$ cat src/rtl/ysyx_25040111_lsu_wb_if.sv
`default_nettype none
// ============================================================================
//  Module   : ysyx_25040111_lsu_wb_if
//  Purpose  : Bundles every signal of the load/store + write-back stage:
//             the execute-side abt_* channel, the single-outstanding data
//             memory request/response bus, the GPR and CSR write ports, the
//             load-lock release (finish/frd) and the commit strobe.
//  Modports : slave  - the LSU/WB stage itself
//             master - the surrounding environment (execute unit, memory,
//                      register files, commit observer)
//  Revision : 1.0 - initial release
// ============================================================================
interface ysyx_25040111_lsu_wb_if;

  // Execute -> LSU instruction channel
  logic        abt_valid;
  logic        abt_ready;
  logic        abt_men;
  logic        abt_write;
  logic [31:0] abt_addr;
  logic [31:0] abt_wdata;
  logic [1:0]  abt_mask;
  logic        abt_rsign;
  logic [4:0]  abt_ard;
  logic [31:0] abt_rd;
  logic        abt_gen;
  logic [11:0] abt_acsr;
  logic [31:0] abt_csr;
  logic        abt_sen;
  logic [31:0] abt_pc;

  // Load-lock release back to execute
  logic        abt_finish;
  logic [4:0]  abt_frd;

  // Data memory bus
  logic        mem_req_valid;
  logic        mem_req_ready;
  logic        mem_req_write;
  logic [31:0] mem_req_addr;
  logic [31:0] mem_req_wdata;
  logic [3:0]  mem_req_wstrb;
  logic        mem_rsp_valid;
  logic [31:0] mem_rsp_rdata;

  // Register-file write ports
  logic        gpr_wen;
  logic [4:0]  gpr_waddr;
  logic [31:0] gpr_wdata;
  logic        csr_wen;
  logic [11:0] csr_waddr;
  logic [31:0] csr_wdata;

  // Retirement strobe
  logic        commit_valid;
  logic [31:0] commit_pc;

  modport slave (
    input  abt_valid, abt_men, abt_write, abt_addr, abt_wdata, abt_mask,
           abt_rsign, abt_ard, abt_rd, abt_gen, abt_acsr, abt_csr, abt_sen,
           abt_pc, mem_req_ready, mem_rsp_valid, mem_rsp_rdata,
    output abt_ready, abt_finish, abt_frd,
           mem_req_valid, mem_req_write, mem_req_addr, mem_req_wdata,
           mem_req_wstrb,
           gpr_wen, gpr_waddr, gpr_wdata, csr_wen, csr_waddr, csr_wdata,
           commit_valid, commit_pc
  );

  modport master (
    output abt_valid, abt_men, abt_write, abt_addr, abt_wdata, abt_mask,
           abt_rsign, abt_ard, abt_rd, abt_gen, abt_acsr, abt_csr, abt_sen,
           abt_pc, mem_req_ready, mem_rsp_valid, mem_rsp_rdata,
    input  abt_ready, abt_finish, abt_frd,
           mem_req_valid, mem_req_write, mem_req_addr, mem_req_wdata,
           mem_req_wstrb,
           gpr_wen, gpr_waddr, gpr_wdata, csr_wen, csr_waddr, csr_wdata,
           commit_valid, commit_pc
  );

endinterface
`default_nettype wire

$ cat src/rtl/ysyx_25040111_lsu_wb.sv
`default_nettype none
// ============================================================================
//  Module   : ysyx_25040111_lsu_wb
//  Purpose  : Load/store and write-back stage. Accepts one completed
//             instruction at a time, performs its (optional) data-memory
//             access over a single-outstanding request/response bus, then
//             commits GPR/CSR results in a single write-back cycle.
//  Ports    : clock  - single clock, all state on posedge
//             reset  - synchronous, active-high
//             lsu    - slave modport of ysyx_25040111_lsu_wb_if:
//               abt_valid/abt_ready   instruction handshake (ready in IDLE)
//               abt_men/abt_write     memory access / store select
//               abt_addr/abt_wdata    byte address, LSB-aligned store data
//               abt_mask/abt_rsign    size (01 B, 10 H, 11 W), sign-extend
//               abt_ard/rd/gen        GPR index, value, enable
//               abt_acsr/csr/sen      CSR index, value, enable
//               abt_pc                instruction PC
//               abt_finish/abt_frd    load retirement pulse + its GPR index
//               mem_req_*             word-aligned request, lane-shifted data
//               mem_rsp_*             response (loads and stores)
//               gpr_*/csr_*           write ports, valid in WB only
//               commit_valid/pc       one-cycle retirement strobe
//  Revision : 1.0 - initial release
// ============================================================================
module ysyx_25040111_lsu_wb (
  input  logic                          clock,
  input  logic                          reset,
  ysyx_25040111_lsu_wb_if.slave         lsu
);

  typedef enum logic [1:0] {
    ST_IDLE = 2'd0,
    ST_REQ  = 2'd1,
    ST_RSP  = 2'd2,
    ST_WB   = 2'd3
  } state_t;

  state_t      r_state;

  // Instruction fields captured at acceptance
  logic        r_men;
  logic        r_write;
  logic [31:0] r_addr;
  logic [31:0] r_wdata;
  logic [1:0]  r_mask;
  logic        r_rsign;
  logic [4:0]  r_ard;
  logic [31:0] r_rd;
  logic        r_gen;
  logic [11:0] r_acsr;
  logic [31:0] r_csr;
  logic        r_sen;
  logic [31:0] r_pc;
  logic [31:0] r_rdata;

  // Registered handshake outputs and write-back strobes
  logic        r_ready;
  logic        r_req_valid;
  logic        r_gpr_wen;
  logic        r_csr_wen;
  logic        r_commit;
  logic        r_finish;
  logic [4:0]  r_frd;

  // --------------------------------------------------------------------------
  // Control FSM. Every strobe that must be high in WB is set on the edge that
  // enters WB and cleared on the edge that leaves it, so all outputs come
  // straight from flops.
  // --------------------------------------------------------------------------
  always_ff @(posedge clock) begin
    if (reset) begin
      r_state     <= ST_IDLE;
      r_men       <= 1'b0;
      r_write     <= 1'b0;
      r_addr      <= 32'h0;
      r_wdata     <= 32'h0;
      r_mask      <= 2'b00;
      r_rsign     <= 1'b0;
      r_ard       <= 5'd0;
      r_rd        <= 32'h0;
      r_gen       <= 1'b0;
      r_acsr      <= 12'h0;
      r_csr       <= 32'h0;
      r_sen       <= 1'b0;
      r_pc        <= 32'h0;
      r_rdata     <= 32'h0;
      r_ready     <= 1'b1;
      r_req_valid <= 1'b0;
      r_gpr_wen   <= 1'b0;
      r_csr_wen   <= 1'b0;
      r_commit    <= 1'b0;
      r_finish    <= 1'b0;
      r_frd       <= 5'd0;
    end else begin
      case (r_state)
        ST_IDLE: begin
          if (lsu.abt_valid) begin
            r_men   <= lsu.abt_men;
            r_write <= lsu.abt_write;
            r_addr  <= lsu.abt_addr;
            r_wdata <= lsu.abt_wdata;
            r_mask  <= lsu.abt_mask;
            r_rsign <= lsu.abt_rsign;
            r_ard   <= lsu.abt_ard;
            r_rd    <= lsu.abt_rd;
            r_gen   <= lsu.abt_gen;
            r_acsr  <= lsu.abt_acsr;
            r_csr   <= lsu.abt_csr;
            r_sen   <= lsu.abt_sen;
            r_pc    <= lsu.abt_pc;
            r_ready <= 1'b0;
            if (lsu.abt_men) begin
              r_req_valid <= 1'b1;
              r_state     <= ST_REQ;
            end else begin
              // Non-memory op retires immediately; never a load, so no finish.
              r_gpr_wen <= lsu.abt_gen & (|lsu.abt_ard);
              r_csr_wen <= lsu.abt_sen;
              r_commit  <= 1'b1;
              r_state   <= ST_WB;
            end
          end
        end

        ST_REQ: begin
          if (lsu.mem_req_ready) begin
            r_req_valid <= 1'b0;
            r_state     <= ST_RSP;
          end
        end

        ST_RSP: begin
          if (lsu.mem_rsp_valid) begin
            r_rdata   <= lsu.mem_rsp_rdata;
            r_gpr_wen <= r_gen & (|r_ard);
            r_csr_wen <= r_sen;
            r_commit  <= 1'b1;
            // Only a load owns the execute-side RAW lock; ard=0 still
            // releases it because the lock was taken regardless of index.
            if (!r_write) begin
              r_finish <= 1'b1;
              r_frd    <= r_ard;
            end
            r_state <= ST_WB;
          end
        end

        ST_WB: begin
          r_gpr_wen <= 1'b0;
          r_csr_wen <= 1'b0;
          r_commit  <= 1'b0;
          r_finish  <= 1'b0;
          r_ready   <= 1'b1;
          r_state   <= ST_IDLE;
        end

        default: begin
          r_state <= ST_IDLE;
        end
      endcase
    end
  end

  // --------------------------------------------------------------------------
  // Lane alignment
  // --------------------------------------------------------------------------
  logic [4:0]  w_lane_shift;
  logic [3:0]  w_strb_base;
  logic [3:0]  w_wstrb;
  logic [31:0] w_rsh;
  logic [31:0] w_load_data;
  logic        w_is_load;

  assign w_lane_shift = {r_addr[1:0], 3'b000};
  assign w_is_load    = r_men & ~r_write;

  always_comb begin
    w_strb_base = 4'b0000;
    case (r_mask)
      2'b01:   w_strb_base = 4'b0001;
      2'b10:   w_strb_base = 4'b0011;
      2'b11:   w_strb_base = 4'b1111;
      default: w_strb_base = 4'b0000;
    endcase
  end

  // Shifting inside a 4-bit result drops lanes past byte 3 for misaligned
  // accesses, which is the intended behaviour (no alignment trap here).
  assign w_wstrb = (r_men & r_write) ? (w_strb_base << r_addr[1:0]) : 4'b0000;

  assign w_rsh = r_rdata >> w_lane_shift;

  always_comb begin
    w_load_data = w_rsh;
    case (r_mask)
      2'b01:   w_load_data = {{24{r_rsign & w_rsh[7]}},  w_rsh[7:0]};
      2'b10:   w_load_data = {{16{r_rsign & w_rsh[15]}}, w_rsh[15:0]};
      default: w_load_data = w_rsh;
    endcase
  end

  // --------------------------------------------------------------------------
  // Outputs
  // --------------------------------------------------------------------------
  assign lsu.abt_ready     = r_ready;
  assign lsu.abt_finish    = r_finish;
  assign lsu.abt_frd       = r_frd;

  assign lsu.mem_req_valid = r_req_valid;
  assign lsu.mem_req_write = r_men & r_write;
  assign lsu.mem_req_addr  = {r_addr[31:2], 2'b00};
  assign lsu.mem_req_wdata = r_wdata << w_lane_shift;
  assign lsu.mem_req_wstrb = w_wstrb;

  assign lsu.gpr_wen       = r_gpr_wen;
  assign lsu.gpr_waddr     = r_ard;
  assign lsu.gpr_wdata     = w_is_load ? w_load_data : r_rd;

  assign lsu.csr_wen       = r_csr_wen;
  assign lsu.csr_waddr     = r_acsr;
  assign lsu.csr_wdata     = r_csr;

  assign lsu.commit_valid  = r_commit;
  assign lsu.commit_pc     = r_pc;

endmodule
`default_nettype wire

$ cat src/flat_wrapper.sv
// flat-port wrapper written by rule: the top's interface ports become plain ports
module ysyx_25040111_lsu_wb_flat 
  (clock, reset, lsu_abt_valid, lsu_abt_men, lsu_abt_write, lsu_abt_addr, lsu_abt_wdata, lsu_abt_mask, lsu_abt_rsign, lsu_abt_ard, lsu_abt_rd, lsu_abt_gen, lsu_abt_acsr, lsu_abt_csr, lsu_abt_sen, lsu_abt_pc, lsu_mem_req_ready, lsu_mem_rsp_valid, lsu_mem_rsp_rdata, lsu_abt_ready, lsu_abt_finish, lsu_abt_frd, lsu_mem_req_valid, lsu_mem_req_write, lsu_mem_req_addr, lsu_mem_req_wdata, lsu_mem_req_wstrb, lsu_gpr_wen, lsu_gpr_waddr, lsu_gpr_wdata, lsu_csr_wen, lsu_csr_waddr, lsu_csr_wdata, lsu_commit_valid, lsu_commit_pc);
  ysyx_25040111_lsu_wb_if lsu_i ();
  input  logic clock;
  input  logic reset;
  input wire logic [$bits(lsu_i.abt_valid)-1:0] lsu_abt_valid;
  input wire logic [$bits(lsu_i.abt_men)-1:0] lsu_abt_men;
  input wire logic [$bits(lsu_i.abt_write)-1:0] lsu_abt_write;
  input wire logic [$bits(lsu_i.abt_addr)-1:0] lsu_abt_addr;
  input wire logic [$bits(lsu_i.abt_wdata)-1:0] lsu_abt_wdata;
  input wire logic [$bits(lsu_i.abt_mask)-1:0] lsu_abt_mask;
  input wire logic [$bits(lsu_i.abt_rsign)-1:0] lsu_abt_rsign;
  input wire logic [$bits(lsu_i.abt_ard)-1:0] lsu_abt_ard;
  input wire logic [$bits(lsu_i.abt_rd)-1:0] lsu_abt_rd;
  input wire logic [$bits(lsu_i.abt_gen)-1:0] lsu_abt_gen;
  input wire logic [$bits(lsu_i.abt_acsr)-1:0] lsu_abt_acsr;
  input wire logic [$bits(lsu_i.abt_csr)-1:0] lsu_abt_csr;
  input wire logic [$bits(lsu_i.abt_sen)-1:0] lsu_abt_sen;
  input wire logic [$bits(lsu_i.abt_pc)-1:0] lsu_abt_pc;
  input wire logic [$bits(lsu_i.mem_req_ready)-1:0] lsu_mem_req_ready;
  input wire logic [$bits(lsu_i.mem_rsp_valid)-1:0] lsu_mem_rsp_valid;
  input wire logic [$bits(lsu_i.mem_rsp_rdata)-1:0] lsu_mem_rsp_rdata;
  output wire logic [$bits(lsu_i.abt_ready)-1:0] lsu_abt_ready;
  output wire logic [$bits(lsu_i.abt_finish)-1:0] lsu_abt_finish;
  output wire logic [$bits(lsu_i.abt_frd)-1:0] lsu_abt_frd;
  output wire logic [$bits(lsu_i.mem_req_valid)-1:0] lsu_mem_req_valid;
  output wire logic [$bits(lsu_i.mem_req_write)-1:0] lsu_mem_req_write;
  output wire logic [$bits(lsu_i.mem_req_addr)-1:0] lsu_mem_req_addr;
  output wire logic [$bits(lsu_i.mem_req_wdata)-1:0] lsu_mem_req_wdata;
  output wire logic [$bits(lsu_i.mem_req_wstrb)-1:0] lsu_mem_req_wstrb;
  output wire logic [$bits(lsu_i.gpr_wen)-1:0] lsu_gpr_wen;
  output wire logic [$bits(lsu_i.gpr_waddr)-1:0] lsu_gpr_waddr;
  output wire logic [$bits(lsu_i.gpr_wdata)-1:0] lsu_gpr_wdata;
  output wire logic [$bits(lsu_i.csr_wen)-1:0] lsu_csr_wen;
  output wire logic [$bits(lsu_i.csr_waddr)-1:0] lsu_csr_waddr;
  output wire logic [$bits(lsu_i.csr_wdata)-1:0] lsu_csr_wdata;
  output wire logic [$bits(lsu_i.commit_valid)-1:0] lsu_commit_valid;
  output wire logic [$bits(lsu_i.commit_pc)-1:0] lsu_commit_pc;
  assign lsu_i.abt_valid = lsu_abt_valid;
  assign lsu_i.abt_men = lsu_abt_men;
  assign lsu_i.abt_write = lsu_abt_write;
  assign lsu_i.abt_addr = lsu_abt_addr;
  assign lsu_i.abt_wdata = lsu_abt_wdata;
  assign lsu_i.abt_mask = lsu_abt_mask;
  assign lsu_i.abt_rsign = lsu_abt_rsign;
  assign lsu_i.abt_ard = lsu_abt_ard;
  assign lsu_i.abt_rd = lsu_abt_rd;
  assign lsu_i.abt_gen = lsu_abt_gen;
  assign lsu_i.abt_acsr = lsu_abt_acsr;
  assign lsu_i.abt_csr = lsu_abt_csr;
  assign lsu_i.abt_sen = lsu_abt_sen;
  assign lsu_i.abt_pc = lsu_abt_pc;
  assign lsu_i.mem_req_ready = lsu_mem_req_ready;
  assign lsu_i.mem_rsp_valid = lsu_mem_rsp_valid;
  assign lsu_i.mem_rsp_rdata = lsu_mem_rsp_rdata;
  assign lsu_abt_ready = lsu_i.abt_ready;
  assign lsu_abt_finish = lsu_i.abt_finish;
  assign lsu_abt_frd = lsu_i.abt_frd;
  assign lsu_mem_req_valid = lsu_i.mem_req_valid;
  assign lsu_mem_req_write = lsu_i.mem_req_write;
  assign lsu_mem_req_addr = lsu_i.mem_req_addr;
  assign lsu_mem_req_wdata = lsu_i.mem_req_wdata;
  assign lsu_mem_req_wstrb = lsu_i.mem_req_wstrb;
  assign lsu_gpr_wen = lsu_i.gpr_wen;
  assign lsu_gpr_waddr = lsu_i.gpr_waddr;
  assign lsu_gpr_wdata = lsu_i.gpr_wdata;
  assign lsu_csr_wen = lsu_i.csr_wen;
  assign lsu_csr_waddr = lsu_i.csr_waddr;
  assign lsu_csr_wdata = lsu_i.csr_wdata;
  assign lsu_commit_valid = lsu_i.commit_valid;
  assign lsu_commit_pc = lsu_i.commit_pc;
  ysyx_25040111_lsu_wb u_core (.clock(clock), .reset(reset), .lsu(lsu_i));
endmodule
$ cat config.mk
export PLATFORM = sky130hd
export DESIGN_NAME = ysyx_25040111_lsu_wb_flat
export DESIGN_NICKNAME = d
export VERILOG_FILES = /design/src/rtl/ysyx_25040111_lsu_wb_if.sv /design/src/rtl/ysyx_25040111_lsu_wb.sv /design/src/flat_wrapper.sv
export SDC_FILE = /design/constraint.sdc
export NUM_CORES = 1
export LEC_CHECK = 0
export CAP_MARGIN = 20
export CORE_AREA = 5 5 157 159
export CTS_CLUSTER_DIAMETER = 40
export DETAILED_ROUTE_END_ITERATION = 10
export DIE_AREA = 0 0 162 164
export PLACE_DENSITY = 0.84
export SLEW_MARGIN = 20
export SYNTH_ARGS = -nofsm -noshare
export SYNTH_HDL_FRONTEND = slang
export SYNTH_SLANG_ARGS = --single-unit
$ cat constraint.sdc
create_clock -name clock -period 4.2 [get_ports clock]
set_clock_uncertainty 0.15 [all_clocks]
set_input_delay 0.63 -clock clock [delete_from_list [all_inputs] [get_ports clock]]
set_output_delay 0.63 -clock clock [all_outputs]
set_load 0.03 [all_outputs]
# Word level (Yosys, flattened, before mapping)
# Cells that the tools add are included.
dict set report op_classes {
  eq_ne 12
  shifts 3
  n_bitwise 7
  n_reduce_logical 15
  mux 30
}
# op count
set ops {}
lappend ops {{one-hot mux 32 bit (2 select lines)} 1}
lappend ops {{two-way mux 32 bit} 1}
lappend ops {{<< shifter 32 x 5 -> 32 bit} 1}
lappend ops {{>> shifter 32 x 5 -> 32 bit} 1}
lappend ops {{two-way mux 1 bit} 15}
lappend ops {{inequality test 2 bit, second input constant} 6}
lappend ops {{one-hot mux 4 bit (3 select lines)} 1}
lappend ops {{OR reduction 5 bit} 2}
lappend ops {{one-hot mux 1 bit (3 select lines)} 3}
lappend ops {{AND reduction 3 bit} 3}
lappend ops {{== test 2 bit, second input constant} 4}
lappend ops {{two-way mux 2 bit} 4}
lappend ops {{one-hot mux 2 bit (4 select lines)} 1}
lappend ops {{AND reduction 4 bit} 2}
lappend ops {{AND 1 bit} 6}
lappend ops {{one-hot mux 1 bit (2 select lines)} 3}
lappend ops {{AND reduction 2 bit} 3}
lappend ops {{nonzero test 2 bit} 3}
lappend ops {{== test 2 x 1 -> 1 bit, second input constant} 2}
lappend ops {{two-way mux 4 bit} 1}
lappend ops {{<< shifter 4 x 2 -> 4 bit} 1}
lappend ops {{nonzero test 3 bit} 1}
lappend ops {{zero test 2 bit} 1}
lappend ops {{inverter 1 bit} 1}
dict set report totals {
  regBits 229
  out_inout_bits 193
  inputBits 221
  elab_cells 89
}

# Depth between registers and ports, before layout
# Gate-level depths: netlist of the first run.
dict set report logic_depth {
  depth_word 5
  depth_mapped 9
  depth_no_buf 6
}

# Worst setup path before layout of the first run
# No wires, ideal clock.
dict set report synth_path {
  kind {register to output}
  startpoint {reg u_core.r_mask[0]}
  endpoint {out lsu_gpr_wdata[30]}
  path_buffers 1
  t_arrival_ns 1.929
  path_stages_with_launch 8
  required_time_ns 3.420
  setup_slack_ns 1.491
  cell_sequence {dfxtp_1 inv_1 ha_1 nand3_1 a222oi_1 buf_4 a41oi_4 a21oi_1}
}
dict set report synth_via {
  elab_chain_len 3
  elab_cells_between_ends 4
  classes_between {eq/ne (2); mux (2)}
}
# item line
set synth_rtl {}
lappend synth_rtl {{from (decl)} ysyx_25040111_lsu_wb.sv:45} ;# logic [1:0] r_mask;
lappend synth_rtl {{from (signal assigned)} ysyx_25040111_lsu_wb.sv:102} ;# r_mask <= lsu.abt_mask;
lappend synth_rtl {{== test 2 bit / == test 2 x 1 -> 1 bit (equally long branches)} ysyx_25040111_lsu_wb.sv:195} ;# case (r_mask)
lappend synth_rtl {{one-hot mux 32 bit (2 select lines) *} ysyx_25040111_lsu_wb.sv:195}
lappend synth_rtl {{two-way mux 32 bit *} ysyx_25040111_lsu_wb.sv:217} ;# assign lsu.gpr_wdata = w_is_load ? w_load_data : r_rd;
lappend synth_rtl {{to (decl)} flat_wrapper.sv:34} ;# output wire logic [$bits(lsu_i.gpr_wdata)-1:0] lsu_gpr_wdata;
# Every way passes the cells marked *; elsewhere a longest branch is shown, timed or not.

# Worst setup path after layout of the first run
dict set report layout_path {
  startpoint {reg u_core.r_addr[0]}
  endpoint {out lsu_gpr_wdata[15]}
}
dict set report layout_via {
  elab_chain_len 4
}
# item line
set layout_rtl {}
lappend layout_rtl {{from (decl)} ysyx_25040111_lsu_wb.sv:43} ;# logic [31:0] r_addr;
lappend layout_rtl {{from (signal assigned)} ysyx_25040111_lsu_wb.sv:100} ;# r_addr <= lsu.abt_addr;
lappend layout_rtl {{>> shifter 32 x 5 -> 32 bit *} ysyx_25040111_lsu_wb.sv:191} ;# assign w_rsh = r_rdata >> w_lane_shift;
lappend layout_rtl {{AND 1 bit} ysyx_25040111_lsu_wb.sv:196} ;# 2'b01: w_load_data = {{24{r_rsign & w_rsh[7]}}, w_rsh[7:0]};
lappend layout_rtl {{one-hot mux 32 bit (2 select lines) *} ysyx_25040111_lsu_wb.sv:195}
lappend layout_rtl {{two-way mux 32 bit *} ysyx_25040111_lsu_wb.sv:217}
# Marked as above.

==> impl_summary.log, run 1 <==
[metrics] status: completed
[metrics] cell count of the worst reg-to-reg path: 6
[metrics] number of remaining DRC errors: 0
[metrics] Cell Area, Synth: 0.00988 mm²
[metrics] I/O pin total: around 410
[metrics] Yosys warnings: 0
[metrics] full die area: 0.0266 mm²
[metrics] RSZ-0062 raised after global routing: false
[metrics] wire length per cell after detailed routing: 18.1 µm
[metrics] depth of the CTS H-tree: 2
[metrics] number of global-route vias before repair: 10130
[metrics] cell-by-cell listing of the critical path: nor2b_1, o2bb2ai_1, a21oi_1, nor2_1, clkdlybuf4s50_1
[metrics] initial standard-cell utilization of the core: a little over two fifths
[metrics] Comb power frac: 36.3%
[metrics] TritonCTS clock tree: built
[metrics] fraction of power consumed by sequential logic: 30.2%
[metrics] router iterations before antenna repair: 7
[metrics] area of the multi-input gates: 0.00459 mm²
[metrics] Crit path largest cell delay: 0.74 ns
[metrics] number of hold-repair buffers added at the cts stage: 0
[metrics] leakage power: around 5.6 nW
[metrics] total number of vias: 10142
[metrics] Resized Gates After CTS: 0
[metrics] Gate Count Post-Synth: 1311
[metrics] final hold vios: 0
[metrics] footprint of the flip-flops and latches: 0.00459 mm²
[metrics] power dissipated by switching net loads: 3.59 mW
[metrics] max frequency: 258 MHz
[metrics] Avg Cell Area, Syn: 7.54 µm²
[metrics] Reg-to-Reg Start: u_core.r_state[0]
[metrics] reg2reg end: u_core.r_wdata[11]
[metrics] # fillers: 1912
[metrics] most common flop cell mapped by yosys: dfxtp_1
[metrics] wire length of the first global-routing pass: roughly 54 mm
[metrics] clk sinks: 229
[metrics] post-placement worst setup slack: around 0.85 ns
[metrics] count of flip-flops with a built-in enable after synthesis: 0
[metrics] element type at the critical path start: flip-flop
[metrics] final critical-path share of the clock period: between 90% and 100%
[metrics] fraction of power spent switching nets: 37.8%
[metrics] slowest stage cell, crit path: dfxtp_2
[metrics] Req. time, crit path: 3.42 ns
[metrics] global route total overflow: 0
[metrics] worst setup path start: u_core.r_addr[0]
[metrics] Final ANT Viol Nets: 0
[metrics] largest net degree at the start of global routing: 125
[metrics] area growth from synthesis to layout: 53.3%
[metrics] width of the die: between 150 and 200 µm
[metrics] highest-count cells in the layout ignoring fill and taps: nand2_1 (464), clkdlybuf4s50_1 (393), a21oi_1 (250)
[metrics] routed wire length: about 36 mm
[metrics] maximum fanout along the worst path: 27
[metrics] flop2flop setup slack: 1.65 ns
[metrics] setup_tns: 0 ns
[metrics] worst min-delay path class: reg -> reg
[metrics] total number of placement rows: 56
[metrics] sequential fraction of the synthesis area: 46.4%
[metrics] total of endpoints with negative setup slack in the final report: 0
[metrics] cell internal power dissipation: 5.90 mW
[metrics] worst setup slack after layout: 0.322 ns
[metrics] I/O Buffers: 411
[metrics] vertical extent of the die: between 150 and 200 µm
[metrics] class of the most critical setup path: reg -> out
[metrics] number of flip-flops and latches in the synthesized netlist: 229
[metrics] number of antenna violations at the first check in global routing: 4
[metrics] clock tree root driver cell: clkbuf_16
[metrics] Max-Cap Viols: 0
[metrics] Min-Delay Startpoint: u_core.r_wdata[26]
[metrics] clock period minus final worst setup slack: between 3 and 4 ns
[metrics] layout cells sized above 1: under 10%
[metrics] maximum VDD drop: ~0.45 mV
[metrics] Max Root-Sink Buffers: 3
[metrics] clock-pin slew reported for the worst setup and hold paths after clock tree synthesis: ~0.05 ns
[metrics] TritonCTS buffer count: 40
[metrics] Initial DRC Count: 661
[metrics] relative slew slack: 32.6%
[metrics] Crit path arrival time: 3.10 ns
[metrics] WHS Path Cells: 2
[metrics] Least-Margin Pin Slew: about 1.0 ns
[metrics] Bufs and invs on worst path: 1
[metrics] largest delay contributor family on the critical path: simple AND/OR/NAND/NOR gates
[metrics] total track usage: ~25%
[metrics] NumNets Final: about 1900
[metrics] leading cell type in the layout, fill and taps excluded: nand2_1
[metrics] max-slew violations: 0
[metrics] kind of capture point of the worst setup path: primary output
[metrics] share of async-settable or async-resettable flops after synthesis: 0%
[metrics] global placer's final weighted congestion: 0.945
[metrics] fraction of power consumed by the clock network: around a third
[metrics] Distinct cells, synth: 40
[metrics] core area: about 0.023 mm²
[metrics] hold path endpoint: u_core.r_wdata[26]
[metrics] half-perimeter wire length after placement: 25.7 mm
[metrics] ratio of total power to cell area: approximately 630 mW/mm²
[metrics] via density per instance: 5.14
[metrics] worst-skew pair later-pin latency: 0.51 ns
[metrics] post-CTS repair timing setup buffer count: 0
[cell families after synthesis]
logic type	count (synthesis)	synth area share (%)
and+or+nand+nor	579	23.1
AOI/OAI and AO/OA	306	17.1
DFF	229	46.4
buffers and inverters	140	7.29
muxes	47	4.85
adders and majority gates	9	1.14
other	1	0.0380
[area by class of cell]
class	instances	area share, %
antenna	3	0.0496
clock buffer	45	7.07
clock inverter	28	1.78
inverter	8	0.198
multi-input combinational	943	30.3
sequential	229	30.3
tap	290	2.40
timing repair buffer	427	27.9
[sequential cells by signal, summed over array words and instances (netlist names), 2 cells and up]
signal                count
u_core.r_wdata           32
u_core.lsu.commit_pc     32
u_core.lsu.csr_waddr     12
u_core.lsu.abt_frd        5
u_core.r_addr            32
u_core.r_rdata           32
u_core.r_mask             2
u_core.lsu.gpr_waddr      5
u_core.r_state            2
u_core.lsu.csr_wdata     32
u_core.r_rd              32
[through the flow]
stage	hold slack (ns)	area, µm²	utilization [%]	instances	total power, mW
global placement	0.289	13800	59.7	1897	6.29
finish	0.300	15100	65.5	1973	9.49
detailed placement	0.295	13800	59.7	1897	6.35
CTS	0.302	15100	65.5	1970	9.57
global route	0.314	15100	65.5	1972	9.95
floorplan	0.282	9880	-	1312	5.03
[power groups by stage]
stage / sequential, mW / combinational (mW) / clock [mW]
2_1_floorplan: 3.13 / 1.90 / 0
5_1_grt: 2.91 / 3.69 / 3.35
3_5_place_dp: 2.90 / 3.45 / 0
3_3_place_gp: 2.88 / 3.40 / 0
4_1_cts: 2.86 / 3.46 / 3.24
6_report: 2.87 / 3.44 / 3.18
[worst register-to-register path, cell delays in order, from the launching register on]
cell and delay, ns:
dfxtp_1 0.39, inv_1 0.08, ha_1 0.33, nand2_4 0.64, buf_4 0.58, nand2_1 0.14
a21oi_1 0.16
[synth_stat cells (all sizes together), types with 2 or more instances]
cell type  instances  area share (%)
mux2               7            0.80
nand2            466              18
nand2b             7            0.44
nor2              67             2.5
buf               71             4.7
ha                 9             1.1
nor4               2            0.13
inv                8            0.30
o211ai             2            0.15
nor3               7            0.35
clkbuf            61             2.3
mux2i             40             4.1
o21ai             16            0.81
o2bb2ai            8            0.71
nor3b              2            0.15
and2              10            0.63
or4                2            0.15
dfxtp            229              46
a21oi            260              14
nor2b             14            0.89
a211oi            11            0.89
[metal layers]
| metal | wire length [µm] | GRT usage [%] | up-vias |
|---|---|---|---|
| met1 | 13500 | 27.8 | 4650 |
| li1 | - | - | 4952 |
| met5 | 25 | 0 | - |
| met4 | 1790 | 12.5 | 4 |
| met3 | 3300 | 8.83 | 100 |
| met2 | 17000 | 44.0 | 436 |
[worst max path at each step]
stage | to | slack, ns | cells past startpoint
detailed placement | lsu_gpr_wdata[15] | 0.85 | 5
finish | lsu_gpr_wdata[15] | 0.32 | 5
CTS | lsu_gpr_wdata[15] | 0.30 | 5
global placement | lsu_gpr_wdata[15] | 0.82 | 5
floorplan | lsu_gpr_wdata[30] | 1.49 | 7
global route | lsu_gpr_wdata[15] | 0.17 | 5
Note: power is estimated with default switching activity, not from simulation.
==> run 2, diff against run 1 <==
- CORE_AREA: 5 5 157 159 -> unset
- CORE_MARGIN: unset -> 5
- CORE_UTILIZATION: unset -> 40
- DIE_AREA: 0 0 162 164 -> unset
- PLACE_DENSITY: 0.84 -> 0.79
- clock period: 4.2 -> 4.1 ns (I/O delays scaled with it)
==> run 2 against run 1 <==
Non-clock buffer count unchanged. Cell area increased by 0.86%. Routed wire length decreased by 2.6%. Hold slack about the same. Sequential share of layout area decreased by 0.26 points. Total power increased by 4.5%. Final cell count increased by 1.8%. Utilization decreased by 2.7 points. Critical path type unchanged. Largest cell class unchanged. Highest routed layer is now met4.
==> impl_summary.log, run 2 (synthesis gave the netlist of run 1 again) <==
[metrics] Comb power frac: 35.2%
[metrics] total track usage: 23.5%
[metrics] footprint of the flip-flops and latches: between 0.004 and 0.005 mm²
[metrics] number of antenna violations at the first check in global routing: 7
[metrics] relative slew slack: 51.3%
[metrics] non-filler instance count after layout: around 2000
[metrics] clk sinks: around 230
[metrics] clock tree root driver cell: clkbuf_16
[metrics] cell-by-cell listing of the critical path: nor2b_1, buf_4, nand2_1, o21ai_0, clkdlybuf4s50_1
[metrics] Final ANT Viol Nets: 0
[metrics] status: completed
[metrics] fraction of power consumed by sequential logic: between 20% and 30%
[metrics] routed wire length: around 35 mm
[metrics] global route total overflow: 0
[metrics] area of the multi-input gates: 0.00459 mm²
[metrics] fraction of power consumed by the clock network: 35.1%
[metrics] initial standard-cell utilization of the core: 40.6%
[metrics] depth of the CTS H-tree: 2
[metrics] slowest stage cell, crit path: dfxtp_2
[metrics] wire length of the first global-routing pass: roughly 54 mm
[metrics] layout cells sized above 1: between 7 and 8%
[metrics] total number of vias: approximately 10000
[metrics] Req. time, crit path: 3.34 ns
[metrics] NumNets Final: about 1900
[metrics] power dissipated by switching net loads: 3.60 mW
[metrics] I/O Buffers: 411
[metrics] class of the most critical setup path: reg -> out
[metrics] met1 layer usage reported by global route: between 20% and 30%
[metrics] max-slew violations: 0
[metrics] cell count of the worst reg-to-reg path: 6
[metrics] Max-Cap Viols: 0
[metrics] Crit path largest cell delay: between 0.7 and 0.8 ns
[metrics] half-perimeter wire length after placement: 25.3 mm
[metrics] met2 layer usage reported by global route: 39.6%
[metrics] ratio of total power to cell area: 649 mW/mm²
[metrics] worst setup slack after layout: 0.252 ns
[metrics] element type at the critical path start: flip-flop
[metrics] setup_tns: 0 ns
[metrics] critical path depth: 5
[metrics] leading cell type in the layout, fill and taps excluded: nand2_1
[metrics] Crit path arrival time: 3.08 ns
[metrics] Max Root-Sink Buffers: 3
[metrics] worst-skew pair later-pin latency: 0.51 ns
[metrics] full die area: between 0.02 and 0.03 mm²
[metrics] sum of internal, switching and leakage power: between 9 and 10 mW
[metrics] max frequency: 260 MHz
[metrics] Resized Gates After CTS: 0
[metrics] fraction of met3 tracks used by global routing: 8.30%
[metrics] width of the die: 167 µm
[metrics] post-CTS repair timing setup buffer count: 0
[metrics] fraction of power spent switching nets: 36.3%
[metrics] clock period minus final worst setup slack: about 3.8 ns
[metrics] Least-Margin Pin Slew: ~0.73 ns
[metrics] final critical-path share of the clock period: 93.8%
[metrics] WHS Path Cells: 2
[metrics] cell internal power dissipation: approximately 6.3 mW
[metrics] instance count after placement with tap cells included: a little under 2000
[metrics] # fillers: 2068
[metrics] Initial DRC Count: 703
[metrics] largest delay contributor family on the critical path: buffers and inverters
[metrics] RSZ-0062 raised after global routing: false
[metrics] total of endpoints with negative setup slack in the final report: 0
[metrics] number of remaining DRC errors: 0
[metrics] I/O pin total: around 410
[metrics] post-placement worst setup slack: 0.779 ns
[metrics] TritonCTS clock tree: built
[metrics] number of global-route vias before repair: a little under 10000
[metrics] leakage power: 5.64 nW
[metrics] highest-count cells in the layout ignoring fill and taps: nand2_1 (465), clkdlybuf4s50_1 (392), a21oi_1 (250)
[metrics] wire length per cell after detailed routing: 17.3 µm
[metrics] router iterations before antenna repair: 6
[metrics] clock-pin slew reported for the worst setup and hold paths after clock tree synthesis: 0.06 ns
[metrics] maximum fanout along the worst path: 27
[metrics] via density per instance: 5.00
[metrics] largest net degree at the start of global routing: 119
[metrics] most used routing layer in global routing: met2
[metrics] vertical extent of the die: around 170 µm
[metrics] Bufs and invs on worst path: 2
[metrics] total number of placement rows: 57
[metrics] TritonCTS buffer count: 38
[metrics] global placer's final weighted congestion: 1.01
[metrics] area growth from synthesis to layout: 54.6%
[metrics] final hold vios: 0
[metrics] maximum VDD drop: a little over 0.5 mV
[metrics] core area: 0.0243 mm²
[metrics] worst min-delay path class: reg -> reg
[metrics] kind of capture point of the worst setup path: primary output
[metrics] number of hold-repair buffers added at the cts stage: 0
[metrics] Post-Route Hold Slack: ~0.3 ns
-- run 2: path summary, 6_finish.rpt --
path / from / slack [ns] / endpoint
worst max register to register: u_core.r_state[1] / 1.73 / u_core.lsu.commit_pc[12]
worst min register to register: u_core.r_addr[20] / 0.30 / u_core.r_addr[20]
worst min-delay path: u_core.r_addr[20] / 0.30 / u_core.r_addr[20]
worst max-delay path: u_core.r_addr[0] / 0.25 / lsu_mem_req_wdata[18]
-- run 2: stage by stage --
| step | utilization, % | area, µm² |
|---|---|---|
| 3_5_place_dp | 57.0 | 13900 |
| 4_1_cts | 62.8 | 15300 |
| 6_report | 62.8 | 15300 |
| 5_1_grt | 62.8 | 15300 |
| 2_1_floorplan | - | 9880 |
| 3_3_place_gp | 56.9 | 13800 |
-- run 2: per-layer routing --
| layer | wire length [µm] | up-vias | part of all wire, % |
|---|---|---|---|
| li1 | - | 4951 | - |
| met1 | 13400 | 4532 | 38 |
| met2 | 16300 | 445 | 47 |
| met3 | 3360 | 104 | 9.7 |
| met4 | 1670 | 0 | 4.8 |
| met5 | 0 | - | 0 |
-- run 2: layout make-up --
cell class | instances | area share [%]
Inverter | 8 | 0.197
Antenna cell | 7 | 0.115
Multi-Input combinational cell | 943 | 30.0
Clock buffer | 41 | 6.30
Tap cell | 324 | 2.65
Clock inverter | 29 | 2.87
Timing Repair Buffer | 427 | 27.8
Sequential cell | 229 | 30.0
-- run 2: power groups by stage --
stage	clock, mW	sequential (mW)	combinational (mW)
2_1_floorplan	0	3.21	1.95
3_3_place_gp	0	2.96	3.46
3_5_place_dp	0	2.98	3.51
4_1_cts	3.53	2.94	3.52
5_1_grt	3.65	2.99	3.75
6_report	3.47	2.94	3.49
-- run 2: tightest hold or removal path: stages (launching register included) --
cell and delay (ns):
dfxtp_1 0.30, nand2_1 0.05, a21oi_1 0.05
